$ cat config.mk
export PLATFORM = sky130hd
export DESIGN_NAME = ror_sched
export DESIGN_NICKNAME = d
export VERILOG_FILES = /design/src/rtl/ror_sched_pkg.sv /design/src/rtl/ror.sv /design/src/rtl/ror_sched_arb2.sv /design/src/rtl/ror_sched.sv
export SDC_FILE = /design/constraint.sdc
export NUM_CORES = 1
export LEC_CHECK = 0
export CORE_UTILIZATION = 28
export CTS_BUF_LIST = sky130_fd_sc_hd__clkbuf_8 sky130_fd_sc_hd__clkbuf_16
export CTS_CLUSTER_SIZE = 30
export DETAILED_ROUTE_END_ITERATION = 16
export PLACE_DENSITY = 0.52
export SYNTH_ARGS = -nofsm -noshare
export SYNTH_HDL_FRONTEND = slang
export SYNTH_SLANG_ARGS = --single-unit
$ cat constraint.sdc
create_clock -name clk -period 1.7 [get_ports clk]
set_clock_uncertainty 0.1 [all_clocks]
set_input_delay 0.34 -clock clk [delete_from_list [all_inputs] [get_ports clk]]
set_output_delay 0.34 -clock clk [all_outputs]
set_load 0.01 [all_outputs]
$ cat src/rtl/ror_sched_pkg.sv
// rtl/ror_sched_pkg.sv - shared FSM states and rotator pass encodings for ror_sched
package ror_sched_pkg;

    typedef enum logic [1:0] {
        ST_IDLE = 2'd0,
        ST_RUN  = 2'd1,
        ST_DONE = 2'd2
    } state_t;

    localparam logic [1:0] CTRL_NONE = 2'b00;
    localparam logic [1:0] CTRL_R1   = 2'b01;
    localparam logic [1:0] CTRL_R2   = 2'b10;
    localparam logic [1:0] CTRL_R3   = 2'b11;

    localparam int MAX_PASS = 3;

endpackage

$ cat src/rtl/ror.sv
// rtl/ror.sv - combinational N-bit rotate-right by 0..3 selected by ctrl, pass-through when disabled
module ror #(
    parameter int N = 4
) (
    input  logic [N-1:0] bits,
    input  logic [1:0]   ctrl,
    input  logic         en,
    output logic [N-1:0] rot
);

    logic [2*N-1:0] dbl;

    always_comb begin
        dbl = {bits, bits} >> ctrl;
        rot = en ? dbl[N-1:0] : bits;
    end

endmodule

$ cat src/rtl/ror_sched_arb2.sv
// rtl/ror_sched_arb2.sv - 2-way round-robin arbiter, pointer moves to the winner on grant
module ror_sched_arb2 (
    input  logic       clk,
    input  logic       rst,
    input  logic [1:0] req_i,
    input  logic       en_i,
    output logic [1:0] grant_o,
    output logic       grant_id_o
);

    logic ptr_q;

    // On a tie the requester that did not win last time goes first.
    always_comb begin
        if (req_i[0] && req_i[1]) begin
            grant_id_o = ~ptr_q;
        end else begin
            grant_id_o = req_i[1];
        end
        grant_o = 2'b00;
        if (en_i) begin
            grant_o = grant_id_o ? {req_i[1], 1'b0} : {1'b0, req_i[0]};
        end
    end

    always_ff @(posedge clk or posedge rst) begin
        if (rst) begin
            ptr_q <= 1'b1;
        end else if (|grant_o) begin
            ptr_q <= grant_id_o;
        end
    end

endmodule

$ cat src/rtl/ror_sched.sv
// rtl/ror_sched.sv - round-robin scheduler sequencing rotate requests through one shared ror
// Optional single-pass mode: ROR_SCHED_FAST_EN
module ror_sched
    import ror_sched_pkg::*;
#(
    parameter int N     = 4,
    parameter int AMT_W = 4
) (
    input  logic             clk,
    input  logic             rst,
    input  logic             req0_valid,
    output logic             req0_ready,
    input  logic [N-1:0]     req0_data,
    input  logic [AMT_W-1:0] req0_amt,
    input  logic             req1_valid,
    output logic             req1_ready,
    input  logic [N-1:0]     req1_data,
    input  logic [AMT_W-1:0] req1_amt,
    output logic             rsp_valid,
    input  logic             rsp_ready,
    output logic [N-1:0]     rsp_data,
    output logic             rsp_id
);

    state_t           state_q;
    logic [N-1:0]     work_q;
    logic [AMT_W-1:0] rem_q;
    logic             id_q;
    logic             rsp_valid_q;

    logic [1:0]       grant;
    logic             grant_id;
    logic [N-1:0]     acc_data;
    logic [AMT_W-1:0] acc_amt;
    logic [1:0]       pass_ctrl;
    logic [AMT_W-1:0] rem_d;
    logic [N-1:0]     work_d;

    ror_sched_arb2 u_arb (
        .clk        (clk),
        .rst        (rst),
        .req_i      ({req1_valid, req0_valid}),
        .en_i       (state_q == ST_IDLE),
        .grant_o    (grant),
        .grant_id_o (grant_id)
    );

    ror #(.N(N)) u_ror (
        .bits (work_q),
        .ctrl (pass_ctrl),
        .en   (state_q == ST_RUN),
        .rot  (work_d)
    );

    assign req0_ready = grant[0];
    assign req1_ready = grant[1];
    assign rsp_valid  = rsp_valid_q;
    assign rsp_data   = work_q;
    assign rsp_id     = id_q;

    always_comb begin
        acc_data = grant_id ? req1_data : req0_data;
`ifdef ROR_SCHED_FAST_EN
        acc_amt  = AMT_W'(grant_id ? req1_amt[1:0] : req0_amt[1:0]);
`else
        acc_amt  = grant_id ? req1_amt : req0_amt;
`endif
        pass_ctrl = (rem_q >= AMT_W'(MAX_PASS)) ? CTRL_R3 : rem_q[1:0];
        rem_d     = rem_q - AMT_W'(pass_ctrl);
    end

    // A zero amount still takes one pass (ctrl 00) so latency is never below one cycle.
    always_ff @(posedge clk or posedge rst) begin
        if (rst) begin
            state_q     <= ST_IDLE;
            work_q      <= '0;
            rem_q       <= '0;
            id_q        <= 1'b0;
            rsp_valid_q <= 1'b0;
        end else begin
            case (state_q)
                ST_IDLE: begin
                    if (|grant) begin
                        work_q  <= acc_data;
                        rem_q   <= acc_amt;
                        id_q    <= grant_id;
                        state_q <= ST_RUN;
                    end
                end
                ST_RUN: begin
                    work_q <= work_d;
                    rem_q  <= rem_d;
                    if (rem_d == '0) begin
                        state_q     <= ST_DONE;
                        rsp_valid_q <= 1'b1;
                    end
                end
                ST_DONE: begin
                    if (rsp_ready) begin
                        rsp_valid_q <= 1'b0;
                        state_q     <= ST_IDLE;
                    end
                end
                default: begin
                    state_q     <= ST_IDLE;
                    rsp_valid_q <= 1'b0;
                end
            endcase
        end
    end

endmodule

==> out/summary.md <==
## Outcome
* run status: finished with violations
* violations in the final reports: setup timing

## Final layout
* final net count: 172
* area growth from synthesis to layout: 53.4%
* fraction of final layout cells with drive strength greater than 1: 0.275
* Antenna diodes: 0
* cell area after layout: 1450 µm²

## GRT
* grt met3 use: 0.0195
* number of global-route vias before repair: 913
* met1 GRT Util: 0.206
* pin count of the biggest net entering global routing: 16
* gr busiest metal: met2
* number of antenna violations at the first check in global routing: 0
* Overflow after GRT: 0
* wire length of the first global-routing pass: 4260 µm
* global routing met2 resource utilization: 0.265
* global-route usage over all layers: 0.158

## Detailed routing
* detailed-route wire length: 2640 µm
* final routed DRC violation total: 0
* detailed router's first-iteration violation count: 22
* via count of the routed design: 978
* Via-to-Cell Ratio: 5.07
* Antenna Nets Post-Route: 0
* Routed wire per std cell: 13.7 µm
* first-pass iteration count of the detailed router: 4

## Synth
* post-synthesis instance area: 945 µm²
* count of mapped cells out of synthesis: 108
* Cell variety after synth: 40
* average cell area after synthesis: 8.75 µm²
* most used flip-flop cell after synthesis: sky130_fd_sc_hd__dfrtp_1
* async set-reset flop share out of synthesis: 1.00
* synthesis-stage register bit count: 13
* share of the yosys chip area belonging to registers: 0.346
* total nets after synthesis: 130
* number of warnings reported in the yosys synthesis log: 0
* number of flops mapped to enable cells by yosys: 0

## Clock network
* total number of clock tree sinks: 13
* Clock Tree Root: sky130_fd_sc_hd__clkbuf_8
* H-tree depth: 1
* cts bufs inserted: 3
* clock input transition at the sequential cells of the worst setup and hold paths: 60 ps
* source-to-sink clock delay at the later pin of the worst-skew pair: 240 ps
* maximum root-to-sink buffer count: 2
* TritonCTS clock tree: done
* Post-CTS Setup Bufs: 0

## Worst setup path
* critical path launch point type: flip-flop
* CP startpoint: state_q[0]
* capturing instance or port of the critical path: req0_ready
* RR Endpoint: state_q[0]
* Worst R2R Start: rem_q[3]
* worst reg2reg path depth: 7
* register-to-register path setup slack: 90 ps
* kind of end point of the critical path: primary output
* required time of the critical path: 1260 ps
* WP data arrival: 1290 ps
* Crit Path Max Fanout: 2
* Critical Setup Path Class: flip-flop to primary output

## Floorplanning
* boundary pin count: 29
* number of placement rows: 20
* height of the die: 60.1 µm
* Die Wd: 60.1 µm
* core area: 3130 µm²
* overall die area: 3610 µm²
* effective utilization at floorplan: 0.302

## Place
* Placed Area: 1390 µm²
* routability congestion estimate: 0.773
* half-perimeter wire length of the detailed placement result: 2080 µm
* number of port buffers: 28

## Timing
* ratio of final minimum period to clock period: 1.02
* final setup violation count: 1
* Worst-Margin Slew: 382 ps
* setup repair after global routing missed its margin: true
* fin crit period: 1730 ps
* Max-slew headroom: 0.744
* Setup TNS: -29.9 ps
* Slew Limit Fails: 0
* timing-limited maximum frequency: 0.578 GHz
* Worst Slack Setup Final: -29.9 ps
* final hold violation count: 0

## Run
* Max-cap violations: 0

## Min path
* class of the most critical hold timing path: input port to asynchronous set/reset pin

## Power and ir drop
* Worst IR Drop VDD: 779 µV
* static leakage: 0.610 nW
* overall power consumption: 2.59 mW
* power density of the placed cells: 1790 nW/µm²

## cells in the mapped netlist (all sizes together), types with 2 or more instances
library cell | number | area share
buf | 7 | 0.053
or2 | 3 | 0.020
a21o | 2 | 0.017
mux2i | 3 | 0.032
a22oi | 4 | 0.032
nand3 | 4 | 0.021
dfrtp | 12 | 0.32
nor2b | 6 | 0.048
nand2b | 3 | 0.020
nor4 | 3 | 0.020
nor3 | 3 | 0.028
nand2 | 10 | 0.040
a21oi | 6 | 0.032
inv | 4 | 0.016
nor2 | 6 | 0.026
a31oi | 2 | 0.013
o2111ai | 3 | 0.028
o31ai | 3 | 0.024
o21ai | 11 | 0.058
## cell usage in the layout (no fill, tap or decap), types with 5 or more instances in the layout
cell / n
sky130_fd_sc_hd__buf_4: 15
sky130_fd_sc_hd__clkdlybuf4s50_1: 24
sky130_fd_sc_hd__inv_1: 5
sky130_fd_sc_hd__nand2_1: 10
sky130_fd_sc_hd__nor2_1: 5
sky130_fd_sc_hd__o21ai_0: 10
sky130_fd_sc_hd__nor2b_1: 5
sky130_fd_sc_hd__a21oi_1: 6
sky130_fd_sc_hd__dfrtp_1: 8
## final cells by class
class,instances,area [µm²]
Clock buffer,3,41.3
Clock inverter,1,3.75
Fill cell,309,1680
Inverter,4,15.0
Multi-Input combinational cell,84,596
Sequential cell,13,332
Tap cell,44,55.1
Timing Repair Buffer,44,407
## routing by layer
metal	part of all wire	vias up	wire length, µm
li1	-	475	-
met1	0.44	479	1170
met2	0.50	20	1310
met3	0.047	4	124
met4	0.013	0	33
met5	0	-	0
## what timing repair did
item | 4_1_cts | 5_1_grt
cloned | 0 | 0
hold buffers | 0 | 0
endpoints found under the hold margin | 0 | 0
pin swaps | 1 | 1
gates resized for setup | 15 | 3
setup endpoints to repair | 4 | 6
## sequential cells by signal, summed over array words and instances (netlist names)
signal and cells:
rsp_data 4, rsp_valid 1, rem_q 4, u_arb.ptr_q 1, rsp_id 1, state_q 2
## through the flow
stage / setup slack (ps) / hold WS, ps / util / std cells
5_1_grt: -80.1 / 317 / 0.463 / 193
4_1_cts: -45.8 / 292 / 0.461 / 193
3_5_place_dp: -628 / 378 / 0.445 / 189
3_3_place_gp: -602 / 371 / 0.445 / 189
6_report: -29.9 / 284 / 0.463 / 193
2_1_floorplan: 0.461 / 116 / - / 108
## kinds of logic (layout without fill, tap and decap cells)
logic type               Yosys count  count (layout)  share of synthesized area
AND/OR/NAND/NOR                   43              43                      0.266
adder cells (fa/ha/maj)            1               1                     0.0132
buffers and inverters             11              52                     0.0689
multiplexers                       4               4                     0.0477
AO/OA/AOI/OAI                     36              36                      0.258
flip-flops                        13              13                      0.346
## worst max-delay path, cell delays in order, from the launching register on
cell	delay, ps
sky130_fd_sc_hd__dfrtp_1	380
sky130_fd_sc_hd__or3b_4	410
sky130_fd_sc_hd__nor2b_4	140
sky130_fd_sc_hd__buf_6	110
## report_power, final
| group | leakage, nW | internal [mW] | switching (mW) | total [mW] |
|---|---|---|---|---|
| clock network | 0.0269 | 0.160 | 0.120 | 0.279 |
| logic | 0.433 | 0.889 | 0.783 | 1.67 |
| registers | 0.150 | 0.490 | 0.151 | 0.641 |
| total | 0.610 | 1.54 | 1.05 | 2.59 |
## worst min-delay path by stage
stage / startpoint / end / slack, ps / depth (start not counted)
floorplan: rst / rem_q[0] / 120 / 1
global placement: u_arb.ptr_q / u_arb.ptr_q / 370 / 2
detailed placement: u_arb.ptr_q / u_arb.ptr_q / 380 / 2
CTS: rst / rsp_id / 290 / 3
global route: rst / rsp_id / 320 / 3
finish: rst / rsp_id / 280 / 3
Power figures use the tool's default switching activity.
